[config.mk]
export PLATFORM = sky130hd
export DESIGN_NAME = alu_result_fifo
export DESIGN_NICKNAME = d
export VERILOG_FILES = /design/src/rtl/alu_result_fifo.sv
export SDC_FILE = /design/constraint.sdc
export NUM_CORES = 1
export LEC_CHECK = 0
export ABC_AREA = 1
export CAP_MARGIN = 0
export CORE_MARGIN = 1
export CORE_UTILIZATION = 27
export CTS_CLUSTER_DIAMETER = 200
export DETAILED_ROUTE_END_ITERATION = 10
export PLACE_DENSITY = 0.44
export SLEW_MARGIN = 10
export SYNTH_ARGS = -nofsm -noshare
export SYNTH_HDL_FRONTEND = slang
export SYNTH_SLANG_ARGS = --single-unit
[constraint.sdc]
create_clock -name clk -period 1.7 [get_ports clk]
set_clock_uncertainty 0.15 [all_clocks]
set_input_delay 0.255 -clock clk [delete_from_list [all_inputs] [get_ports clk]]
set_output_delay 0.255 -clock clk [all_outputs]
set_load 0.02 [all_outputs]
[src/rtl/alu_result_fifo.sv]
// Purpose: first-word-fall-through FIFO buffering ALU mux results with tag and status flags.
// Latency: 1 cycle from a push into an empty FIFO to out_valid; there is no same-cycle bypass.
// Backpressure: in_ready = !full, driven from registered state only; out_* hold while out_ready=0.
module alu_result_fifo #(
  parameter int WIDTH = 8,
  parameter int SEL_W = 3,
  parameter int DEPTH = 4
) (
  input  logic                     clk,
  input  logic                     reset,
  input  logic                     in_valid,
  output logic                     in_ready,
  input  logic [WIDTH-1:0]         in_data,
  input  logic [SEL_W-1:0]         in_sel,
  output logic                     out_valid,
  input  logic                     out_ready,
  output logic [WIDTH-1:0]         out_data,
  output logic [SEL_W-1:0]         out_sel,
  output logic                     out_zero,
  output logic                     out_neg,
  output logic                     out_par,
  output logic [$clog2(DEPTH):0]   count
);

  localparam int AW = $clog2(DEPTH);
  localparam int CW = AW + 1;

  // Entry layout: flags are captured at enqueue so the consumer never recomputes them.
  typedef struct packed {
    logic [SEL_W-1:0] sel;
    logic [WIDTH-1:0] dat;
    logic             zero;
    logic             neg;
    logic             par;
  } entry_t;

  entry_t          r_mem [DEPTH];
  logic [AW-1:0]   r_wr_ptr;
  logic [AW-1:0]   r_rd_ptr;
  logic [CW-1:0]   r_count;

  logic            w_full;
  logic            w_empty;
  logic            w_push;
  logic            w_pop;
  entry_t          w_wr_entry;
  entry_t          w_head;

  assign w_full  = (r_count == CW'(DEPTH));
  assign w_empty = (r_count == '0);
  assign w_push  = in_valid & ~w_full;
  assign w_pop   = out_valid & out_ready;

  // Build the stored entry, including status flags derived from the incoming value.
  always_comb begin
    w_wr_entry      = '0;
    w_wr_entry.sel  = in_sel;
    w_wr_entry.dat  = in_data;
    w_wr_entry.zero = ~|in_data;
    w_wr_entry.neg  = in_data[WIDTH-1];
    w_wr_entry.par  = ^in_data;
  end

  // Storage write; contents need no reset because count gates visibility.
  always_ff @(posedge clk) begin
    if (!reset && w_push) begin
      r_mem[r_wr_ptr] <= w_wr_entry;
    end
  end

  // Pointer and occupancy update; reset wins over any simultaneous push or pop.
  always_ff @(posedge clk) begin
    if (reset) begin
      r_wr_ptr <= '0;
      r_rd_ptr <= '0;
      r_count  <= '0;
    end else begin
      if (w_push) r_wr_ptr <= r_wr_ptr + 1'b1;
      if (w_pop)  r_rd_ptr <= r_rd_ptr + 1'b1;
      case ({w_push, w_pop})
        2'b10:   r_count <= r_count + 1'b1;
        2'b01:   r_count <= r_count - 1'b1;
        default: r_count <= r_count;
      endcase
    end
  end

  // Occupancy must never pass DEPTH; the port handshake makes this unreachable.
  always_ff @(posedge clk) begin
    if (!reset) begin
      assert (r_count <= CW'(DEPTH));
    end
  end

  // Head presentation; all data and flag outputs are forced low while empty.
  always_comb begin
    w_head = r_mem[r_rd_ptr];
    if (w_empty) begin
      w_head = '0;
    end
  end

  assign in_ready  = ~w_full;
  assign out_valid = ~w_empty;
  assign out_data  = w_head.dat;
  assign out_sel   = w_head.sel;
  assign out_zero  = w_head.zero;
  assign out_neg   = w_head.neg;
  assign out_par   = w_head.par;
  assign count     = r_count;

endmodule

Yosys cells after proc, flatten, opt, wreduce, memory -nomap -nowiden
Memory sizes are Yosys's and may differ from the RTL's. A register that Yosys moved wholly into a read port is not among the register bits. Cells that the tools add are included.

RAM bits: 56. Memories kept: 1. Bits of input ports: 15. Bits in registers: 7. Word-level logic and storage cells: 28.

Memory list: r_mem (words 4, width 14, read ports 1, clocked after Yosys merged registers in 1, wr ports 1, line 37) `entry_t r_mem [DEPTH];`.

Add/subtract/negate cells: 4. Reductions and logical operators: 7. Equal/unequal tests: 3. Bitwise gates (word level): 4. Multiplexer cells: 6.

Operators by type and width (count): $mux W14 (1); $reduce_or A8 Y1 (1); $reduce_xor A8 Y1 (1); $pmux W3 S2 (1); $add A2 B1 Y2 const B (2); $mux W2 (2); $add A3 B1 Y3 const B (1); $eq A3 B3 Y1 const B (1); $logic_not A3 Y1 (1); $sub A3 B1 Y3 const B (1); $and A1 B1 Y1 (2); $eq A2 B1 Y1 const B (1); $eq A2 B2 Y1 const B (1); $logic_not A1 Y1 (2); $mux W1 (2); $not A1 Y1 (2); $reduce_bool A2 Y1 (1); $logic_and A1 B1 Y1 (1).

Logic depth before layout (Yosys ltp)
Gate-level depths: netlist of run 1.

Word-level depth: 6. Gate-level depth with buffers: 13. Depth with buffers taken out: 13.

Least setup slack after synthesis of run 1
Ideal clock, no wire load.

Path kind: register -> register. From: register r_count[2], in the netlist count[2]. To: register r_count[2], in the netlist count[2]. Stages on the path, launching flop included: 14. Data required time: 1.437 ns. Setup time: 0.113 ns. Arrival: 1.743 ns. Buffers on the path: 0. Path slack: -0.306 ns. Period minus slack after synthesis: 2.006 ns. Cells stage by stage: dfxtp_1 -> inv_2 -> nand2_2 -> nand2_1 -> inv_1 -> ha_1 -> inv_1 -> fa_1 -> inv_1 -> nand2_1 -> nand3_1 -> nand2_1 -> nand2_1 -> nor2_1.

Longest elaborated chain between the ends: 5. Elaborated cells on any way between the ends: 12. Those cells by class: add/sub (2); eq/ne (3); mux (1); bitwise (4); reduce/logical (2).

RTL lines: start, declared (line 40) `logic [CW-1:0] r_count;`; start signal, assigned (line 81) `2'b10: r_count <= r_count + 1'b1;`; start signal, assigned (line 82) `2'b01: r_count <= r_count - 1'b1;`; start signal, assigned (line 83) `default: r_count <= r_count;`; $logic_not A3 Y1 (*) (line 50) `assign w_empty = (r_count == '0);`; $not A1 Y1 (*) (line 104) `assign out_valid = ~w_empty;`; via out_valid (line 15) `output logic out_valid,`; $and A1 B1 Y1 (*) (line 52) `assign w_pop = out_valid & out_ready;`; via w_pop (line 45) `logic w_pop;`; $eq A2 B1 Y1 / $eq A2 B2 Y1 (equally long branches) (line 80) `case ({w_push, w_pop})`; $pmux W3 S2 / $reduce_bool A2 Y1 (equally long branches).

The timed path passes the listed nets; every way through them passes the cells marked *. A chain may end at the register's enable or synchronous reset.

==> reports/qor.txt, run 1 <==
status: finished, violations left
failing checks: negative setup slack
critical path type: reg -> out
Core Area: 0.009684 mm^2
clk_lat worst skew: 330 ps
Post-Syn Nets: 270
fin crit period: 1879 ps
PD cells: 1438 mW/mm^2
die extent in y: 101.7 um
die area: 0.01034 mm^2
Netlist cell types: 23
CTS sink count: 61
FMAX: 0.5321 GHz
dpl ws: -399.6 ps
Worst-Margin Slew: 264.0 ps
Synth Warn #: 0
number of nets in the layout: 342
H-tree depth: 3
Crit Reg-Reg Endpoint: count[1]$_SDFFE_PP0P_
clk buf depth: 2
gr ovfl total: 0
Worst Setup EP: out_data[2]
worst hold-check path type: in -> reg
share of layout cells above drive strength 1: 34.89%
reg2reg start: count[1]$_SDFFE_PP0P_
Finished Layout Cells: 454
area post-placement: 0.003455 mm^2
DRT antenna net count: 0
Arrival @ worst endpoint: 1470 ps
RSZ-0062 raised after global routing: yes
total power: 5.472 mW
Placer Congestion: 0.7611
register area share after synthesis: 64.93%
Post-CTS Hold Fix Bufs: 0
iteration-0 DRC count of the detailed router: 33
ant diodes: 0
R2R Setup Slk: -100 ps
Slew Viols, Final: 0
asr flop ratio synth: 0%
first-pass iteration count of the detailed router: 4
ys flop type: edfxtp_1
drt drc: 0
first-pass GRT wire length: 9.301 mm
total wire length: 5.888 mm
Starting Density: 27.70%
CTS tree: yes
Core Util, Final: 39.30%
Boundary Pins: 34
slew margin rel.: 82.27%
CTS Root Cell: clkbuf_8
DR vias/cell: 4.095
Clk pin slew, worst setup/hold paths: 60 ps
final instance area: 0.003806 mm^2
Max-Cap Viols: 0
Fillers: 929
Port-buffer cells: 33
Vias: 1,859
die width: 101.7 um
register bit total from synthesis: 61
HPWL after DPL: 3.929 mm
initial antenna violation count: 0
mapped cell area: 0.002683 mm^2
WP data required: 1290 ps
crit start category: register
Post-Syn Area per Cell: 10.95 um^2
pin count of the biggest net entering global routing: 14
critical path capture point type: primary output
final setup violation count: 16
area grow syn2layout: 41.88%
LEAKAGE: 1.479 nW
vias in the first global route: 1,833
setup ws final: -179.2 ps
Post-synth EDFFs: 52
Post-Syn Instances: 245
DR WL/cell: 12.97 um
Num CTS Buffers: 9
period utilisation layout: 110.5%
# rows: 36
worst vdd ir: 389.7 uV
Hold Fails Final Rpt: 0
dpl cells: 434
r2r worst-path depth: 9
worst-path fanout max: 7
Total GRT Usage: 12.65%
==> layer usage <==
metal | track usage [%] | up-vias | wire, um
met5 | 0 | - | 0
met4 | 5.686 | 0 | 106
met3 | 3.106 | 9 | 198
met2 | 21.15 | 32 | 2965
met1 | 15.41 | 857 | 2618
li1 | - | 961 | -
==> registers in the layout (all words and copies together), names as in the netlist, named ones only <==
| signal | flops |
|---|---|
| count | 3 |
| r_mem | 52 |
| r_rd_ptr | 2 |
| r_wr_ptr | 2 |
==> cell families (layout without fill, tap and decap cells) <==
| family | count (synthesis) | count (layout) | synth area share [%] |
|---|---|---|---|
| AND/OR/NAND/NOR | 89 | 89 | 13.15 |
| flip-flops | 61 | 61 | 64.93 |
| AO/OA/AOI/OAI | 45 | 45 | 9.189 |
| buffers and inverters | 37 | 113 | 6.810 |
| adder cells (fa/ha/maj) | 10 | 10 | 4.944 |
| XOR/XNOR | 3 | 3 | 0.9797 |
==> worst max-delay path, cell delays in order (launching register included) <==
cell,delay [ps]
dfxtp_4,360
buf_12,150
inv_12,50
buf_6,110
buf_6,120
o21ai_1,110
a21oi_1,80
buf_4,160
==> layout by cell type, fill, tap and decap left out, types with 8 or more instances in the layout <==
cell	n
nor2_2	9
buf_6	11
o21ai_1	19
clkdlybuf4s50_1	13
edfxtp_1	52
inv_1	22
nand2_1	14
nor2_1	52
clkbuf_8	9
buf_4	33
ha_1	8
a21oi_2	8
a21oi_1	8
==> timing repair <==
item	in CTS	in global routing
setup buffers	3	1
gates cloned	2	0
endpoints found under the hold margin	0	0
pin swaps	32	18
setup endpoints to repair	46	28
resized for setup	122	22
==> area by class of cell <==
class	instances	area (um^2)	share of cell area, %
Timing Repair Buffer	70	698.2	18.34
Clock inverter	4	16.27	0.4274
Clock buffer	11	131.4	3.452
Multi-Input combinational cell	147	909.6	23.90
Sequential cell	61	1757	46.15
Inverter	28	127.6	3.353
Tap cell	133	166.4	4.372
==> power breakdown <==
group / total [mW] / internal (mW) / switching (mW)
Sequential: 1.86 / 1.79 / 0.0771
Clock: 1.02 / 0.503 / 0.512
Combinational: 2.59 / 1.16 / 1.44
Total: 5.47 / 3.45 / 2.03
==> synth_stat cells, drive strengths merged, types with 2 or more instances <==
cell / number / area share [%]
buf: 9 / 2.8
dfxtp: 9 / 6.7
inv: 28 / 4.0
o21ai: 28 / 5.2
ha: 9 / 4.2
nand3: 4 / 0.75
nor2: 67 / 9.7
a21oi: 16 / 3.5
edfxtp: 52 / 58
xnor2: 2 / 0.65
nand2: 17 / 2.5
==> metrics by stage <==
step           setup TNS [ps]  hold WS, ps
2_1_floorplan           -7688        183.0
3_3_place_gp           -18900        357.1
3_5_place_dp           -21230        360.0
4_1_cts                 -2751        372.3
5_1_grt                 -3512        94.62
6_report                -2090        85.75
==> how the worst min path moves through the flow <==
stage / end / cells past startpoint / start / slack, ps
after global placement: r_rd_ptr[1]$_SDFFE_PP0P_ / 2 / r_rd_ptr[1]$_SDFFE_PP0P_ / 360
after floorplan: register / 1 / reset / 180
after detailed placement: r_rd_ptr[1]$_SDFFE_PP0P_ / 2 / r_rd_ptr[1]$_SDFFE_PP0P_ / 360
final: r_mem[3][5]$_DFFE_PP_ / 1 / in_data[2] / 90
after CTS: r_rd_ptr[1]$_SDFFE_PP0P_ / 2 / r_rd_ptr[1]$_SDFFE_PP0P_ / 370
after global routing: r_mem[1][5]$_DFFE_PP_ / 1 / in_data[2] / 90
Power figures use the tool's default switching activity.
==> run 2: changes to the inputs <==
--- a/config.mk
+++ b/config.mk
@@ -11,7 +11,8 @@
 export CORE_UTILIZATION = 27
 export CTS_CLUSTER_DIAMETER = 200
 export DETAILED_ROUTE_END_ITERATION = 10
-export PLACE_DENSITY = 0.44
+export MAX_ROUTING_LAYER = met4
+export PLACE_DENSITY_LB_ADDON = 0.2
 export SLEW_MARGIN = 10
 export SYNTH_ARGS = -nofsm -noshare
 export SYNTH_HDL_FRONTEND = slang
==> run 2 against run 1 <==
  * The flow still finishes with violations (negative setup slack)
  * Total power is 3.6% higher
  * Global-route usage rose by 0.60 points
  * Via count up 3.8%
  * Final cell count up 0.66%
  * Largest cell class unchanged
  * Highest routed layer unchanged
==> reports/qor.txt, run 2 (synthesis gave the netlist of run 1 again) <==
status: finished, violations left
failing checks: negative setup slack
multi-input gate area in the final layout: 885.9 um^2 (-2.6%)
Core Area: 0.009684 mm^2 (unchanged)
drt drc: 0 (unchanged)
crit start category: register
CP delay by family, top: flip-flops
clk buf depth: 2 (unchanged)
die width: 101.7 um (unchanged)
pin count of the biggest net entering global routing: 27 (+13)
clk_lat worst skew: 330 ps (about the same)
CTS sink count: 61 (unchanged)
Vias: 1,930 (+3.8%)
most frequent cells in the layout: nor2_1 (54), edfxtp_1 (52), buf_4 (36), o21ai_1 (22), inv_1 (21)
setup ws final: -210.0 ps (-30.80 ps)
# rows: 36 (unchanged)
crit-path max cell delay: 410 ps (+50 ps)
Starting Density: 27.70% (unchanged)
worst vdd ir: 671.1 uV (+72%)
iteration-0 DRC count of the detailed router: 68 (+110%)
M1 WL: 2.726 mm (+4.1%)
die extent in y: 101.7 um (unchanged)
worst path cell trace: buf_12, buf_6, nor2_2, nor2_1, o21ai_1, a21oi_2, buf_6
CTS tree: yes
die area: 0.01034 mm^2 (unchanged)
Port-buffer cells: 33 (unchanged)
met3 WL: 243 um (+23%)
register area: 0.001757 mm^2 (unchanged)
DR vias/cell: 4.223 (+3.1%)
DR WL/cell: 13.33 um (+2.8%)
area grow syn2layout: 42.26%
Critical-path top delay cell: dfxtp_4
area post-placement: 0.003425 mm^2 (-0.87%)
number of nets in the layout: 344 (+0.58%)
ant diodes: 0 (unchanged)
HPWL after DPL: 3.935 mm (+0.16%)
highest routed metal layer: met4
RSZ-0062 raised after global routing: yes
gr ovfl total: 0 (unchanged)
worst hold-check path type: in -> reg
final setup violation count: 16 (unchanged)
Total GRT Usage: 13.24% (+0.60 points)
CP dominant cell by count: buf_6
Max-Cap Viols: 0 (unchanged)
initial antenna violation count: 0 (unchanged)
Finished Layout Cells: 457 (+0.66%)
FMAX: 0.5236 GHz (-1.6%)
final instance area: 0.003816 mm^2 (+0.26%)
Arrival @ worst endpoint: 1510 ps (+40 ps)
first-pass GRT wire length: 9.604 mm (+3.3%)
total power: 5.668 mW (+3.6%)
total wire length: 6.091 mm (+3.4%)
fin crit period: 1910 ps (+30.80 ps)
H-tree depth: 3 (unchanged)
period utilisation layout: 112.4% (+1.8 points)
share of layout cells above drive strength 1: 34.26% (-0.63 points)
WP data required: 1290 ps (about the same)
Hold Fails Final Rpt: 0 (unchanged)
Num CTS Buffers: 9 (unchanged)
critical path capture point type: primary output
Clk pin slew, worst setup/hold paths: 70 ps (about the same)
DRT antenna net count: 0 (unchanged)
dpl cells: 435 (+0.23%)
PD cells: 1485 mW/mm^2 (+3.3%)
Slew Viols, Final: 0 (unchanged)
Boundary Pins: 34 (unchanged)
CP bufs+invs: 3 (-2)
CTS Root Cell: clkbuf_8
commonest non-fill, non-tap cell in the layout: nor2_1
LEAKAGE: 1.489 nW (+0.71%)
worst-path fanout max: 6 (-1)
Placer Congestion: 0.7098 (-6.7%)
Worst-Margin Slew: 246.8 ps (-17.27 ps)
slew margin rel.: 83.43% (+1.2 points)
met2 WL: 3.044 mm (+2.7%)
Fillers: 960 (+3.3%)
largest reg by FF count: r_mem
first-pass iteration count of the detailed router: 4 (unchanged)
critical path type: reg -> out
vias in the first global route: 1,929 (+5.2%)
max reg flops: 52 (unchanged)
worst hold slack: 101.6 ps (+15.89 ps)
-- run 2: per-layer routing --
layer / vias to the layer above / global-route usage (%)
met1: 924 / 16.07
met4: 0 / 5.351
met5: - / -
met2: 31 / 21.15
li1: 969 / -
met3: 6 / 3.175
-- run 2: cell type report --
cell class | instances | share of cell area, %
Inverter | 28 | 3.279
Sequential cell | 61 | 46.03
Timing Repair Buffer | 72 | 18.13
Tap cell | 133 | 4.361
Clock buffer | 9 | 3.246
Clock inverter | 7 | 1.738
Multi-Input combinational cell | 147 | 23.21
-- run 2: power by group --
| part | internal (mW) | total (mW) | leakage (nW) | switching [mW] |
|---|---|---|---|---|
| clock network | 0.665 | 1.24 | 0.0887 | 0.570 |
| logic | 1.14 | 2.56 | 0.848 | 1.42 |
| registers | 1.78 | 1.87 | 0.552 | 0.0900 |
-- run 2: what timing repair did --
action / CTS / global route
setup buffers: 3 / 2
pin swaps: 19 / 9
endpoints found under the setup margin: 43 / 50
hold buffers: 0 / 0
gates cloned: 2 / 0
resized for setup: 108 / 26
-- run 2: final timing paths --
| path | start | endpoint | slack, ps | cells after the start |
|---|---|---|---|---|
| worst max-delay path | register | out_data[5] | -210 | 7 |
| worst min-delay path | in_data[2] | r_mem[0][5]$_DFFE_PP_ | 100 | 1 |
| worst max register to register | count[1]$_SDFFE_PP0P_ | count[2]$_SDFFE_PP0P_ | -80 | 13 |
| worst min register to register | r_rd_ptr[1]$_SDFFE_PP0P_ | r_rd_ptr[1]$_SDFFE_PP0P_ | 350 | 2 |
-- run 2: metrics by stage --
stage | util, % | worst slack [ps] | setup TNS (ps)
floorplan | - | -145.8 | -7688
global placement | 35.36 | -378.6 | -19390
detailed placement | 35.36 | -413.5 | -19520
CTS | 38.60 | -199.3 | -2681
global route | 39.41 | -276.0 | -3682
finish | 39.41 | -210.0 | -2178
-- run 2: worst register-to-register path: cells and delay by family (launching register included) --
family / cells / cell delay [ps]
AOI/OAI and AO/OA: 1 / 50
adders and majority gates: 2 / 460
buffers and inverters: 4 / 280
DFF: 1 / 350
and+or+nand+nor: 6 / 390
==> run 3: changes to the inputs <==
--- a/config.mk
+++ b/config.mk
@@ -5,10 +5,10 @@
 export SDC_FILE = /design/constraint.sdc
 export NUM_CORES = 1
 export LEC_CHECK = 0
-export ABC_AREA = 1
 export CAP_MARGIN = 0
 export CORE_MARGIN = 1
 export CORE_UTILIZATION = 27
+export CTS_BUF_LIST = sky130_fd_sc_hd__clkbuf_4
 export CTS_CLUSTER_DIAMETER = 200
 export DETAILED_ROUTE_END_ITERATION = 10
 export MAX_ROUTING_LAYER = met4
==> constraint.sdc (replaced) <==
create_clock -name clk -period 2.3 [get_ports clk]
set_clock_uncertainty 0.15 [all_clocks]
set_input_delay 0.345 -clock clk [delete_from_list [all_inputs] [get_ports clk]]
set_output_delay 0.345 -clock clk [all_outputs]
set_load 0.02 [all_outputs]
==> run 3 against run 2 <==
  * The run now ends clean
  * Wire length fell by 22%
  * First-iteration DRC count fell by 35%
  * Worst hold slack improved by 240 ps
  * Largest power group unchanged
==> reports/qor.txt, run 3 <==
status: complete, no violations
Finished Layout Cells: 342 (-25%)
Placer Congestion: 0.6853 (-3.5%)
number of nets in the layout: 234 (-32%)
DRT antenna net count: 0 (unchanged)
worst-path fanout max: 2 (-4)
pin count of the biggest net entering global routing: 17 (-37%)
vias in the first global route: 1,473 (-24%)
clk_lat worst skew: 370 ps (+40 ps)
register area share after synthesis: 67.15% (+2.2 points)
dpl cells: 327 (-25%)
Slew Viols, Final: 0 (unchanged)
LEAKAGE: 1.249 nW (-16%)
Post-Syn Nets: 177 (-34%)
HPWL after DPL: 3.140 mm (-20%)
commonest non-fill, non-tap cell in the layout: edfxtp_1
grt met3 use: 3.203% (+0.029 points)
DR WL/cell: 13.96 um (+4.8%)
final instance area: 0.003366 mm^2 (-12%)
top cells by area, synth: edfxtp_1 (60%), mux4_2 (7.8%), dfxtp_1 (6.9%)
Vias: 1,376 (-29%)
Total GRT Usage: 11.06% (-2.2 points)
Post-Syn Area per Cell: 17.06 um^2 (+56%)
largest reg by FF count: r_mem
period utilisation layout: 99.52%
die extent in y: 100.0 um (-1.6%)
Arrival @ worst endpoint: 2440 ps (+930 ps)
CTS sink count: 61 (unchanged)
setup ws final: 11.10 ps (+221.1 ps)
Fillers: 930 (-3.1%)
GR Util met1: 13.15% (-2.9 points)
Core Util, Final: 36.25% (-3.2 points)
drt drc: 0 (unchanged)
Clk pin slew, worst setup/hold paths: 90 ps (+20 ps)
Synth top area share: 60.20% (+2.0 points)
iteration-0 DRC count of the detailed router: 44 (-35%)
PD cells: 1080 mW/mm^2 (-27%)
dpl ws: -80.82 ps (+332.6 ps)
# rows: 35 (-2.8%)
Core Area: 0.009284 mm^2 (-4.1%)
first-pass GRT wire length: 7.693 mm (-20%)
area grow syn2layout: 29.76%
ys flop type: edfxtp_1
ant diodes: 0 (unchanged)
CTS tree: yes
critical path type: reg -> reg
total wire length: 4.776 mm (-22%)
Post-synth top cells: edfxtp_1 (52), inv_1 (16), and2b_1 (11)
die width: 100.0 um (-1.6%)
WP data required: 2450 ps (+1160 ps)
Worst-Margin Slew: 369.9 ps (+123.1 ps)
worst hold-check path type: reg -> reg
mapped cell area: 0.002594 mm^2 (-3.3%)
most frequent cells in the layout: edfxtp_1 (52), clkdlybuf4s50_1 (18), inv_1 (15), mux4_2 (13), buf_4 (13)
Num CTS Buffers: 9 (unchanged)
Hold Fails Final Rpt: 0 (unchanged)
clk buf depth: 2 (unchanged)
slew margin rel.: 75.27% (-8.2 points)
fin crit period: 2289 ps
FMAX: 0.4369 GHz
register bit total from synthesis: 61 (unchanged)
Port-buffer cells: 33 (unchanged)
crit start category: register
Starting Density: 27.94% (+0.24 points)
area post-placement: 0.003272 mm^2 (-4.5%)
gr ovfl total: 0 (unchanged)
Max-Cap Viols: 0 (unchanged)
worst hold slack: 342.6 ps (+240.9 ps)
Synth Warn #: 0 (unchanged)
Post-synth EDFFs: 52 (unchanged)
Netlist cell types: 29 (+26%)
count leader, synth: edfxtp_1
critical path capture point type: register
final setup violation count: 0 (-16)
DR vias/cell: 4.023 (-4.7%)
RSZ-0062 raised after global routing: yes
Boundary Pins: 34 (unchanged)
H-tree depth: 3 (unchanged)
Yosys top cell by area: edfxtp_1
max reg flops: 52 (unchanged)
die area: 0.01000 mm^2 (-3.2%)
first-pass iteration count of the detailed router: 4 (unchanged)
CTS Root Cell: clkbuf_4
initial antenna violation count: 0 (unchanged)
busiest grt layer: met2
share of layout cells above drive strength 1: 34.74% (+0.48 points)
asr flop ratio synth: 0% (unchanged)
worst vdd ir: 484.0 uV (-28%)
met2 GRT Util: 17.14% (-4.0 points)
Post-Syn Instances: 152 (-38%)
-- run 3: cell count changes in the layout (fill, tap and decap cells not counted), sizes merged, moves of 5 or more --
cell / change
mux4: +13
inv: -12
buf: -23
nand2: -16
clkdlybuf4s50: +5
a21oi: -13
o21ai: -26
and2b: +11
nor2: -60
-- run 3: cell families (layout without fill, tap and decap cells) --
logic type | after synthesis | after routing | synth area share, %
AO/OA/AOI/OAI | 6 | 6 | 1.254
XOR/XNOR | 6 | 6 | 2.026
adder cells (fa/ha/maj) | 10 | 10 | 5.113
buffers and inverters | 21 | 82 | 3.473
flip-flops | 61 | 61 | 67.15
multiplexers | 15 | 15 | 12.83
AND/OR/NAND/NOR | 33 | 33 | 8.152
-- run 3: metal layers --
metal / routed length (um) / vias to the layer above
li1: - / 671
met1: 2187 / 673
met2: 2352 / 28
met3: 198 / 4
met4: 38 / 0
met5: 0 / -
-- run 3: report_power, final --
part           internal, mW  switching [mW]
clock network         0.443           0.361
registers              1.32          0.0480
logic                 0.733           0.734
total                  2.49            1.14
-- run 3: worst paths after layout --
path                             from                       end  slack [ps]  cells past startpoint
max             count[1]$_SDFFE_PP0P_     count[2]$_SDFFE_PP0P_          10                      9
min          r_rd_ptr[1]$_SDFFE_PP0P_  r_rd_ptr[1]$_SDFFE_PP0P_         340                      2
max reg2reg     count[1]$_SDFFE_PP0P_     count[2]$_SDFFE_PP0P_          10                      9
min reg2reg  r_rd_ptr[1]$_SDFFE_PP0P_  r_rd_ptr[1]$_SDFFE_PP0P_         340                      2
-- run 3: what timing repair did --
action / 4_1_cts / 5_1_grt
hold buffers: 0 / 0
pin swaps: 1 / 0
endpoints found under the setup margin: 16 / 5
setup buffers: 0 / 0
gates resized for setup: 66 / 6
-- run 3: cell type report --
cell class | count | area, um^2 | share of cell area, %
Sequential cell | 61 | 1749 | 51.97
Clock buffer | 10 | 75.07 | 2.230
Clock inverter | 5 | 76.32 | 2.268
Multi-Input combinational cell | 70 | 779.5 | 23.16
Timing Repair Buffer | 51 | 464.2 | 13.79
Tap cell | 129 | 161.4 | 4.796
Inverter | 16 | 60.06 | 1.784
-- run 3: worst max-delay path, stage by stage (launching register included) --
cell,delay (ps)
dfxtp_2,330
or3b_4,390
and2_4,170
inv_2,50
ha_2,160
inv_1,50
fa_2,340
xor2_1,160
or3_1,300
a21oi_1,120
-- run 3: through the flow --
stage	TNS, ps	total power, mW
2_1_floorplan	-9514	2.256
3_3_place_gp	-31.45	2.976
4_1_cts	0	3.679
3_5_place_dp	-80.82	2.981
6_report	0	3.636
5_1_grt	-87.20	3.858
